==> config.mk <==
export PLATFORM = sky130hd
export DESIGN_NAME = midori_sub_cell_serial
export DESIGN_NICKNAME = d
export VERILOG_FILES = /design/src/rtl/midori_pkg.sv /design/src/rtl/midori_ssb_lane.sv /design/src/rtl/midori_sub_cell_serial.sv
export SDC_FILE = /design/constraint.sdc
export NUM_CORES = 1
export LEC_CHECK = 0
export CELL_PAD_IN_SITES_DETAIL_PLACEMENT = 1
export CELL_PAD_IN_SITES_GLOBAL_PLACEMENT = 1
export CORE_MARGIN = 2
export CORE_UTILIZATION = 36
export DETAILED_ROUTE_END_ITERATION = 12
export PLACE_DENSITY_LB_ADDON = 0.1
export SETUP_SLACK_MARGIN = 0.3
export SLEW_MARGIN = 20
export SYNTH_ARGS = -nofsm -noshare
export SYNTH_HDL_FRONTEND = slang
export SYNTH_SLANG_ARGS = --single-unit
==> constraint.sdc <==
create_clock -name clk -period 5.5 [get_ports clk]
set_input_delay 1.1 -clock clk [delete_from_list [all_inputs] [get_ports clk]]
set_output_delay 1.1 -clock clk [all_outputs]
set_load 0.005 [all_outputs]
==> src/rtl/midori_pkg.sv <==
// Shared constants and types for the Midori SubCell engine: S-box tables,
// SSb bit-position permutations, mode encoding and FSM state type.
package midori_pkg;

  // Nibble tables: entry i is held at bits [4i+3:4i].
  localparam logic [63:0] SB0 = 64'h6420_5198_7fbe_3dac;
  localparam logic [63:0] SB1 = 64'h648c_b9ad_7f2e_3501;

  localparam logic [2:0] SSB_IN_PERM [4][8] = '{
    '{3'd4, 3'd1, 3'd6, 3'd3, 3'd0, 3'd5, 3'd2, 3'd7},
    '{3'd1, 3'd6, 3'd7, 3'd0, 3'd5, 3'd2, 3'd3, 3'd4},
    '{3'd2, 3'd3, 3'd4, 3'd1, 3'd6, 3'd7, 3'd0, 3'd5},
    '{3'd7, 3'd4, 3'd1, 3'd2, 3'd3, 3'd0, 3'd5, 3'd6}
  };

  localparam logic [2:0] SSB_OUT_PERM [4][8] = '{
    '{3'd4, 3'd1, 3'd6, 3'd3, 3'd0, 3'd5, 3'd2, 3'd7},
    '{3'd3, 3'd0, 3'd5, 3'd6, 3'd7, 3'd4, 3'd1, 3'd2},
    '{3'd6, 3'd3, 3'd0, 3'd1, 3'd2, 3'd7, 3'd4, 3'd5},
    '{3'd5, 3'd2, 3'd3, 3'd4, 3'd1, 3'd6, 3'd7, 3'd0}
  };

  localparam logic MODE_M128 = 1'b0;
  localparam logic MODE_M64  = 1'b1;

  typedef enum logic [1:0] {
    ST_IDLE = 2'd0,
    ST_BUSY = 2'd1,
    ST_DONE = 2'd2
  } state_t;

  function automatic logic [3:0] sb_lookup(input logic [63:0] tbl, input logic [3:0] n);
    return tbl[{n, 2'b00} +: 4];
  endfunction

endpackage

==> src/rtl/midori_ssb_lane.sv <==
// One byte lane of the SubCell layer: SSb_k (Midori-128) or a pair of Sb0
// nibble lookups (Midori-64). Purely combinational.
module midori_ssb_lane
  import midori_pkg::*;
(
  input  logic [7:0] byte_in,
  input  logic [1:0] k,
  input  logic       mode,
  output logic [7:0] byte_out
);

  logic [3:0] hi;
  logic [3:0] lo;
  logic [7:0] t;

  // Position p of a byte is bit 7-p; gathered bits are packed MSB-first.
  always_comb begin
    hi       = '0;
    lo       = '0;
    t        = '0;
    byte_out = '0;
    for (int j = 0; j < 4; j++) begin
      hi[2'(3 - j)] = byte_in[3'd7 - SSB_IN_PERM[k][3'(j)]];
      lo[2'(3 - j)] = byte_in[3'd7 - SSB_IN_PERM[k][3'(j + 4)]];
    end
    t = {sb_lookup(SB1, hi), sb_lookup(SB1, lo)};
    if (mode == MODE_M64) begin
      byte_out = {sb_lookup(SB0, byte_in[7:4]), sb_lookup(SB0, byte_in[3:0])};
    end else begin
      for (int j = 0; j < 8; j++) begin
        byte_out[3'(7 - j)] = t[3'd7 - SSB_OUT_PERM[k][3'(j)]];
      end
    end
  end

endmodule

==> src/rtl/midori_sub_cell_serial.sv <==
// Iterative Midori SubCell engine: substitutes LANES bytes per beat in place,
// with valid/ready handshakes on input and output.
//
//   state | meaning
//   IDLE  | ready for a block; in_ready high
//   BUSY  | one beat per cycle, LANES bytes substituted in place
//   DONE  | result presented on out_state until out_ready (or abort)
module midori_sub_cell_serial
  import midori_pkg::*;
#(
  parameter int LANES = 4
) (
  input  logic         clk,
  input  logic         rst,
  input  logic         in_valid,
  output logic         in_ready,
  input  logic         in_mode,
  input  logic [127:0] in_state,
  input  logic         abort,
  output logic         out_valid,
  input  logic         out_ready,
  output logic [127:0] out_state,
  output logic         busy
);

  localparam int         LOG_L    = $clog2(LANES);
  localparam logic [3:0] LAST_128 = 4'(16 / LANES - 1);
  localparam logic [3:0] LAST_64  = 4'((LANES >= 8) ? 0 : (8 / LANES - 1));

  generate
    if (!(LANES == 1 || LANES == 2 || LANES == 4 || LANES == 8 || LANES == 16)) begin : g_bad_lanes
      $error("midori_sub_cell_serial: LANES must be 1, 2, 4, 8 or 16");
    end
  endgenerate

  state_t        fsm_q, fsm_d;
  logic          mode_q, mode_d;
  logic [3:0]    cnt_q, cnt_d;
  logic [127:0]  blk_q, blk_d;
  logic [3:0]    last_beat;

  logic [3:0]    lane_idx [LANES];
  logic [7:0]    lane_in  [LANES];
  logic [7:0]    lane_out [LANES];

  // Lane l handles byte cnt*LANES + l; the shift wraps to 0 when LANES=16.
  always_comb begin
    for (int l = 0; l < LANES; l++) begin
      lane_idx[l] = (cnt_q << LOG_L) + 4'(l);
      lane_in[l]  = blk_q[{lane_idx[l], 3'b000} +: 8];
    end
  end

  for (genvar g = 0; g < LANES; g++) begin : g_lane
    midori_ssb_lane u_lane (
      .byte_in  (lane_in[g]),
      .k        (lane_idx[g][1:0]),
      .mode     (mode_q),
      .byte_out (lane_out[g])
    );
  end

  assign last_beat = (mode_q == MODE_M64) ? LAST_64 : LAST_128;

  always_comb begin
    fsm_d  = fsm_q;
    mode_d = mode_q;
    cnt_d  = cnt_q;
    blk_d  = blk_q;
    case (fsm_q)
      ST_IDLE: begin
        if (in_valid && !abort) begin
          fsm_d  = ST_BUSY;
          mode_d = in_mode;
          cnt_d  = '0;
          blk_d  = (in_mode == MODE_M64) ? {64'd0, in_state[63:0]} : in_state;
        end
      end
      ST_BUSY: begin
        if (abort) begin
          fsm_d = ST_IDLE;
          cnt_d = '0;
          blk_d = '0;
        end else begin
          // Upper-half lanes stay untouched in Midori-64 (only reachable at LANES=16).
          for (int l = 0; l < LANES; l++) begin
            if (!(mode_q == MODE_M64 && lane_idx[l][3])) begin
              blk_d[{lane_idx[l], 3'b000} +: 8] = lane_out[l];
            end
          end
          cnt_d = cnt_q + 4'd1;
          if (cnt_q == last_beat) begin
            fsm_d = ST_DONE;
            cnt_d = '0;
          end
        end
      end
      ST_DONE: begin
        if (abort) begin
          fsm_d = ST_IDLE;
          blk_d = '0;
        end else if (out_ready) begin
          fsm_d = ST_IDLE;
        end
      end
      default: begin
        fsm_d = ST_IDLE;
        cnt_d = '0;
        blk_d = '0;
      end
    endcase
  end

  always_ff @(posedge clk or posedge rst) begin
    if (rst) begin
      fsm_q  <= ST_IDLE;
      mode_q <= MODE_M128;
      cnt_q  <= '0;
      blk_q  <= '0;
    end else begin
      fsm_q  <= fsm_d;
      mode_q <= mode_d;
      cnt_q  <= cnt_d;
      blk_q  <= blk_d;
    end
  end

  assign in_ready  = (fsm_q == ST_IDLE);
  assign out_valid = (fsm_q == ST_DONE);
  assign busy      = (fsm_q == ST_BUSY) || (fsm_q == ST_DONE);
  assign out_state = (fsm_q == ST_DONE) ? blk_q : '0;

endmodule

* Yosys cells after proc, flatten, opt, wreduce, memory -nomap -nowiden
Index checks and enable logic that the tools add are counted.
Storage, ports and cells: bits in registers 135, input port bits 134, output and inout bits 131, logic and storage cells 91
Cells by class: $add $sub $neg 8, equal/unequal tests 7, shifts and indexed selects 20, muxes and demuxes 39, bitwise gates (word level) 1, reduce and logical (&&, ||, !) cells 12
Operators with widths (number):
- 2-to-1 mux 128 bit | 15
- bitwise mux 128 bit | 4
- variable shift 8 x 9 -> 128 bit, first input constant | 4
- variable part select 128 x 8 -> 8 bit | 4
- variable part select 64 x 7 -> 4 bit, first input constant | 8
- variable part select 8 x 9 -> 128 bit | 4
- case mux 128 bit (3 select lines) | 1
- 2-to-1 mux 4 bit | 11
- negator 7 -> 9 bit | 4
- 2-to-1 mux 2 bit | 6
- case mux 4 bit (3 select lines) | 1
- adder 4 x 1 -> 4 bit, second input constant | 2
- adder 4 x 2 -> 4 bit, second input constant | 2
- case mux 2 bit (3 select lines) | 1
- AND reduction 2 bit | 3
- logical AND 1 bit | 5
- == test 4 x 2 -> 1 bit | 1
- != test 3 x 2 -> 1 bit, second input constant | 1
- != test 3 bit, second input constant | 1
- AND reduction 3 bit | 1
- == test 2 x 1 -> 1 bit, second input constant | 1
- == test 2 bit, second input constant | 1
- logical NOT 2 bit | 1
- != test 2 x 1 -> 1 bit, second input constant | 1
- 4 further kinds | 4

* Logic depth before layout (Yosys ltp)
Gate-level depths: netlist of the first run.
depth in word-level cells 20, gate-level depth with buffers 10

* Cells and area by module
From an unflattened synthesis of the first run, not the netlist that was laid out.
Second synthesis, totals: cells, all modules 1030, area total of the unflattened synthesis 9442.8 µm²
By module, submodules not included:
- midori_sub_cell_serial | times used 1, cells each 934, area each 8927.3 µm²
- midori_ssb_lane | times used 4, cells each 24, area each 128.9 µm²

* Worst setup path after synthesis of the first run
Ideal clock, no wire load.
kind register -> output, start point register fsm_q[0], end point output out_state[38], arrival 1.471 ns, data required time 4.400 ns, path slack 2.929 ns, cell stages (with the launch flop) 8, buffers on the path 3, path through dfrtp_1 -> inv_1 -> ha_1 -> buf_2 -> inv_1 -> clkbuf_1 -> buf_1 -> nor2_1
Between the ends: cells in the longest elaborated chain, start to end 2
Ends and longest elaborated chain:
- start, declared | line midori_sub_cell_serial.sv:36 | state_t fsm_q, fsm_d;
- start signal, assigned | line midori_sub_cell_serial.sv:121 | fsm_q <= fsm_d;
- == test 2 bit
- named net out_valid | line midori_sub_cell_serial.sv:20 | output logic out_valid,
- 2-to-1 mux 128 bit | line midori_sub_cell_serial.sv:131 | assign out_state = (fsm_q == ST_DONE) ? blk_q : '0;
- end, declared | line midori_sub_cell_serial.sv:22 | output logic [127:0] out_state,
The timed path passes the listed nets, and every way through them passes these cells.

* Worst setup path in the final report of the first run
start point register fsm_q[0], end point output out_state[1]
Between the ends: cells in the longest elaborated chain, start to end 2
Ends and longest elaborated chain (line):
- == test 2 bit | midori_sub_cell_serial.sv:131
- 2-to-1 mux 128 bit | midori_sub_cell_serial.sv:131
No other way between the ends.

==> flow_metrics.tcl, run 1 <==
set metrics [dict create \
    status "finished, final reports clean" \
    crit_required_ns 4.40 \
    ys_seq_area_share_pct 35.7 \
    worst_setup_path_end_kind "primary output" \
    synth_area_um2 9460 \
    synthCells 1082 \
    cts_setup_buffers 0 \
    hp-class "reg -> reg" \
    ys_seq_elements 135 \
    syn_avg_cell_area_um2 8.74 \
    path_max_fanout 99 \
    synthDistinctLibCells 52 \
    min_from "blk_q[114]" \
    diodes 0 \
    postPlaceCellArea_um2 12400 \
    max_slew.worst_pin.slew_ns 1.04 \
    ys_warn_count 0 \
    clk-insertion-delay-late_ns 0.43 \
    synth-async-reset-ratio_pct 100 \
    finalHoldViolations 0 \
    clkPwrFrac_pct 21.5 \
    min_to "blk_q[114]" \
    path_clk_slew_ns 0.06 \
    skew_ns 0.0107 \
    drtAntennaViolNets 0 \
    hold_buffers 0 \
    switching_share_pct 45.6 \
    drv_cap 0 \
    rsz0062_at_grt "false" \
    via_per_inst 5.99 \
    ys.flop_type "dfrtp_1" \
    io_pins 265 \
    die_h_um 166 \
    drtIter0Drc 772 \
    clkSinkCount 135 \
    post-route-min-period_ns 3.83 \
    reg2reg_to "blk_q[25]" \
    initial_core_util_pct 36.5 \
    cts_tree "built" \
    fmax_ghz 0.261 \
    max_slew_margin_pct 30.4 \
    drc 0 \
    finalNonFillerCells 1656 \
    avgRoutedWirePerCell_um 24.2 \
    die_w_um 166 \
    core_area_um2 25900 \
    reg2reg_depth 8 \
    grt_max_degree 100 \
    hold_path_depth 1 \
    drive_above_1_share_pct 8.63 \
    startpoint_type "flip-flop" \
    p_per_area_nw_per_um2 423 \
    p_sw_mw 2.51 \
    clk_path_buf_depth 2 \
    num_rows 59 \
    antenna_found_initial 0 \
    cts_root_buf "clkbuf_16" \
    gp_congestion 0.874 \
    r2r_start "fsm_q[0]" \
    synth_edf_count 0 \
    seq_area_um2 3380 \
    vdd_drop_max_mv 0.228 \
    arrival_ns 2.73 \
    dp_cells 1624 \
    finalSetupTns_ns 0 \
    dp_hpwl_mm 28.8 \
    cts_max_level 4 \
    io_buffers 264 \
    drv_slew 0 \
    multi_input_area_um2 5630 \
    path_class "reg -> out" \
    syn_nets 1226 \
    fin_nets 1452 \
    totalPowerFinal_mw 5.51 \
    vias 9923 \
    cellLeakagePower_nw 4.90 \
    grt_pass1_wl_mm 63.1 \
    grt.total_usage_pct 29.1 \
    power_frac_comb_pct 53.0 \
    first_pass_iters 5 \
    area_growth_pct 37.7 \
    postLayoutCellArea_um2 13000 \
    overflow 0 \
    setup_viol 0 \
    wirelength_mm 40.1 \
    fp.dieArea_um2 27600 \
    cts_buffers 17 \
    p_int_mw 2.99 \
    grt_pass1_vias 10500 \
    cts.repair.resized 0 \
    period_share_pct 69.6 \
    fillers 2972 \
    worst-r2r-setup-slack_ns 1.88 \
    power_frac_seq_pct 25.5 \
]
power by group through the flow:
stage | clock network, mW | registers, mW | logic (mW)
after CTS | 1.19 | 1.40 | 2.89
after global placement | 0 | 1.41 | 2.81
after global routing | 1.24 | 1.43 | 3.16
final | 1.18 | 1.40 | 2.92
after floorplan | 0 | 1.30 | 1.92
after detailed placement | 0 | 1.42 | 2.87
worst max path at each step:
stage                     startpoint       endpoint  slack, ns
after floorplan                  rst       blk_q[0]       0.79
after global placement         abort     blk_q[114]       1.55
after detailed placement       abort     blk_q[122]       1.45
after CTS                   fsm_q[0]   out_state[1]       1.67
after global routing        fsm_q[0]  out_state[99]       1.51
final                       fsm_q[0]   out_state[1]       1.67
layout by cell type (no fill, tap or decap), types with 4 or more instances in the layout:
master and count:
nor2b_1 7, clkdlybuf4s50_1 264, a31oi_1 15, o21a_1 12
clkbuf_16 17, o21ba_2 5, o21ai_0 37, o2111ai_1 4
ha_1 8, nor2_1 67, o21ai_1 17, buf_4 24
mux4_2 32, and3_1 4, nand2_1 123, nand3_1 40
mux2i_1 12, and2_1 113, dfrtp_1 133, inv_1 45
o211ai_1 29, a2bb2oi_1 33, a21oi_1 85, a221oi_1 19
a22oi_1 46, clkinvlp_4 5, o221ai_1 41, a221o_1 15
nand2b_1 10, o2bb2ai_1 5
stage by stage:
stage / utilization (%) / setup WS (ns) / hold WS (ns)
2_1_floorplan: - / 0.789 / 0.489
3_3_place_gp: 48.0 / 1.55 / 0.522
3_5_place_dp: 48.0 / 1.45 / 0.520
4_1_cts: 50.3 / 1.67 / 0.537
5_1_grt: 50.3 / 1.51 / 0.568
6_report: 50.3 / 1.67 / 0.536
cell families (layout without fill, tap and decap cells):
family	after synthesis	in the layout	share of synthesized area, %
and+or+nand+nor	389	389	20.5
AOI/OAI and AO/OA	376	376	27.9
DFF	135	135	35.7
buffers and inverters	127	366	5.54
muxes	45	45	9.01
adders and majority gates	10	10	1.32
metal layers:
| metal | part of all wire (%) | vias to the layer above | GRT usage [%] | routed length, um |
|---|---|---|---|---|
| met5 | 0 | - | 0 | 0 |
| met4 | 1.4 | 0 | 6.09 | 567 |
| met3 | 6.1 | 42 | 4.91 | 2460 |
| met2 | 48 | 407 | 48.7 | 19300 |
| met1 | 44 | 4999 | 39.8 | 17700 |
| li1 | - | 4475 | - | - |
synth_stat cells, drive strengths merged, types with 3 or more instances:
cell / count / area share (%)
dfrtp: 135 / 36
nand2: 123 / 4.9
and2: 115 / 7.6
a21oi: 85 / 4.5
nor2: 67 / 2.7
clkbuf: 61 / 2.4
o21ai: 57 / 3.1
a22oi: 46 / 3.6
inv: 46 / 1.8
o221ai: 41 / 3.8
nand3: 40 / 2.1
a2bb2oi: 33 / 3.1
mux4: 32 / 7.6
o211ai: 29 / 2.3
buf: 20 / 1.3
a221oi: 19 / 1.8
a31oi: 16 / 1.1
a221o: 15 / 1.6
mux2i: 12 / 1.3
o21a: 12 / 0.95
ha: 10 / 1.3
nand2b: 10 / 0.66
nor2b: 10 / 0.66
o21ba: 5 / 0.53
o2bb2ai: 5 / 0.46
and3: 4 / 0.26
nor3: 4 / 0.26
o2111ai: 4 / 0.37
a21bo: 3 / 0.32
a21boi: 3 / 0.24
nor4: 3 / 0.20
or2: 3 / 0.20
cell type report:
type,count,area share (%)
Sequential cell,135,25.9
Clock inverter,13,1.12
Clock buffer,19,3.48
Timing Repair Buffer,288,21.7
Multi-Input combinational cell,820,43.2
Inverter,46,1.36
Tap cell,335,3.22
flip-flops by register name, indices dropped and copies added, names as in the netlist:
name,count
blk_q,128
cnt_q,4
fsm_q,2
mode_q,1
critical path, stage by stage (launching register included):
cell             delay [ns]
dfrtp_1                0.38
inv_1                  0.11
ha_2                   0.19
buf_4                  0.75
and2_1                 0.33
clkdlybuf4s50_1        0.53
No activity file was read; power rests on OpenSTA's default activity.
==> run 2, diff against run 1 <==
==> constraint.sdc (replaced) <==
create_clock -name clk -period 3.8 [get_ports clk]
set_input_delay 0.76 -clock clk [delete_from_list [all_inputs] [get_ports clk]]
set_output_delay 0.76 -clock clk [all_outputs]
set_load 0.005 [all_outputs]
==> run 2 against run 1 <==
  * Register-to-register slack lost 1.2 ns
  * Clock power grew 50%
  * Design area grew 1.0%
  * Final cell count grew 0.60%
  * Utilization grew 0.51 points
  * Die area is the same
  * Clock skew shrank 0.0015 ns
  * Via count grew 1.1%
  * Largest power group unchanged
==> flow_metrics.tcl, run 2 (synthesis results as in run 1) <==
set metrics [dict create \
    status "finished, final reports clean" \
    fp.dieArea_um2 27600 \
    clkSinkCount 135 \
    die_h_um 166 \
    via_per_inst 6.02 \
    arrival_ns 2.58 \
    first_pass_iters 5 \
    drive_above_1_share_pct 9.17 \
    cts_max_level 4 \
    hp-class "reg -> reg" \
    grt_pass1_wl_mm 62.8 \
    drv_cap 0 \
    fin_nets 1461 \
    drc 0 \
    die_w_um 166 \
    multi_input_area_um2 5640 \
    cellLeakagePower_nw 4.96 \
    dp_slack_ns 0.535 \
    core_area_um2 25900 \
    reg_top3 "blk_q (128), cnt_q (4), fsm_q (2)" \
    fin_ws_ns 0.457 \
    vdd_drop_max_mv 0.398 \
    vias 10000 \
    top_register "blk_q" \
    post-route-min-period_ns 3.34 \
    seq_area_um2 3380 \
    period_share_pct 88.0 \
    path_clk_slew_ns 0.06 \
    finalNonFillerCells 1666 \
    crit_required_ns 3.04 \
    area_growth_pct 39.1 \
    path_class "reg -> out" \
    io_buffers 264 \
    finalHoldViolations 0 \
    finalSetupTns_ns 0 \
    clk-insertion-delay-late_ns 0.43 \
    cts_buffers 17 \
    fillers 2958 \
    max_slew.worst_pin.slew_ns 1.10 \
    setup_viol 0 \
    initial_core_util_pct 36.5 \
    num_rows 59 \
    skew_ns 0.00925 \
    final_cell_mix "clkdlybuf4s50_1, dfrtp_1, nand2_1" \
    largest_reg_flops 128 \
    mostFrequentLayoutCell "clkdlybuf4s50_1" \
    p_per_area_nw_per_um2 619 \
    dp_cells 1633 \
    max_slew_margin_pct 26.3 \
    drtAntennaViolNets 0 \
    avgRoutedWirePerCell_um 24.1 \
    rsz0062_at_grt "false" \
    grt_max_degree 136 \
    dp_hpwl_mm 29.0 \
    worst-r2r-setup-slack_ns 0.72 \
    cts_root_buf "clkbuf_16" \
    io_pins 265 \
    grt_pass1_vias 10600 \
    overflow 0 \
    grt.total_usage_pct 29.1 \
    clk_path_buf_depth 2 \
    wirelength_mm 40.2 \
    fmax_ghz 0.299 \
    antenna_found_initial 2 \
    path_max_fanout 38 \
    drv_slew 0 \
    cts_tree "built" \
    gp_congestion 0.864 \
    drtIter0Drc 694 \
    worst_setup_path_end_kind "primary output" \
    startpoint_type "flip-flop" \
]
## run 2: cell count changes in the layout (fill, tap and decap cells not counted), sizes merged
cell    change
diode       +1
clkinv      -1
bufinv      +1
buf         +9
## run 2: power breakdown
group          internal, mW  switching [mW]  leakage [nW]
clock                  1.06           0.710         0.288
combinational          1.69            2.67          2.83
sequential             1.72           0.297          1.84
## run 2: layout make-up
cell class,count,share of cell area [%]
multi-input combinational,820,42.9
sequential,135,25.7
timing repair buffer,297,22.2
clock buffer,19,3.37
tap,335,3.18
inverter,46,1.34
clock inverter,13,1.30
antenna,1,0.0190
## run 2: layer usage
metal	up-vias	GRT usage [%]	wire length, um
met2	388	47.9	19300
met1	5082	39.1	17400
li1	4493	-	-
met3	67	4.34	2290
met4	0	11.0	1120
met5	-	0	0
## run 2: timing repair
action | 4_1_cts | 5_1_grt
resized for setup | 1 | 0
setup buffers | 0 | 0
hold buffers | 0 | 0
endpoints found under the setup margin | 4 | 0
## run 2: worst max-delay path, cell delays in order, from the launching register on
cell and delay, ns:
dfrtp_1 0.38, inv_1 0.16, ha_4 0.40, inv_1 0.10
buf_4 0.28, nor2_1 0.19, clkdlybuf4s50_1 0.59
## run 2: worst paths after layout
kind	start	to	depth (start not counted)
worst max-delay path	fsm_q[0]	out_state[16]	6
worst min-delay path	blk_q[90]	blk_q[90]	1
min in group asynchronous	rst	blk_q[22]	3
max in group asynchronous	rst	cnt_q[0]	3
worst min register to register	blk_q[90]	blk_q[90]	1
worst max register to register	cnt_q[1]	blk_q[108]	6
## run 2: per-stage QoR
step           util, %  power (mW)  cell area [um^2]  hold slack [ns]
2_1_floorplan        -        4.65              9470            0.489
3_3_place_gp      48.4        6.21             12500            0.525
3_5_place_dp      48.4        6.32             12500            0.532
4_1_cts           50.8        8.13             13200            0.547
5_1_grt           50.8        8.60             13200            0.573
6_report          50.8        8.15             13200            0.546
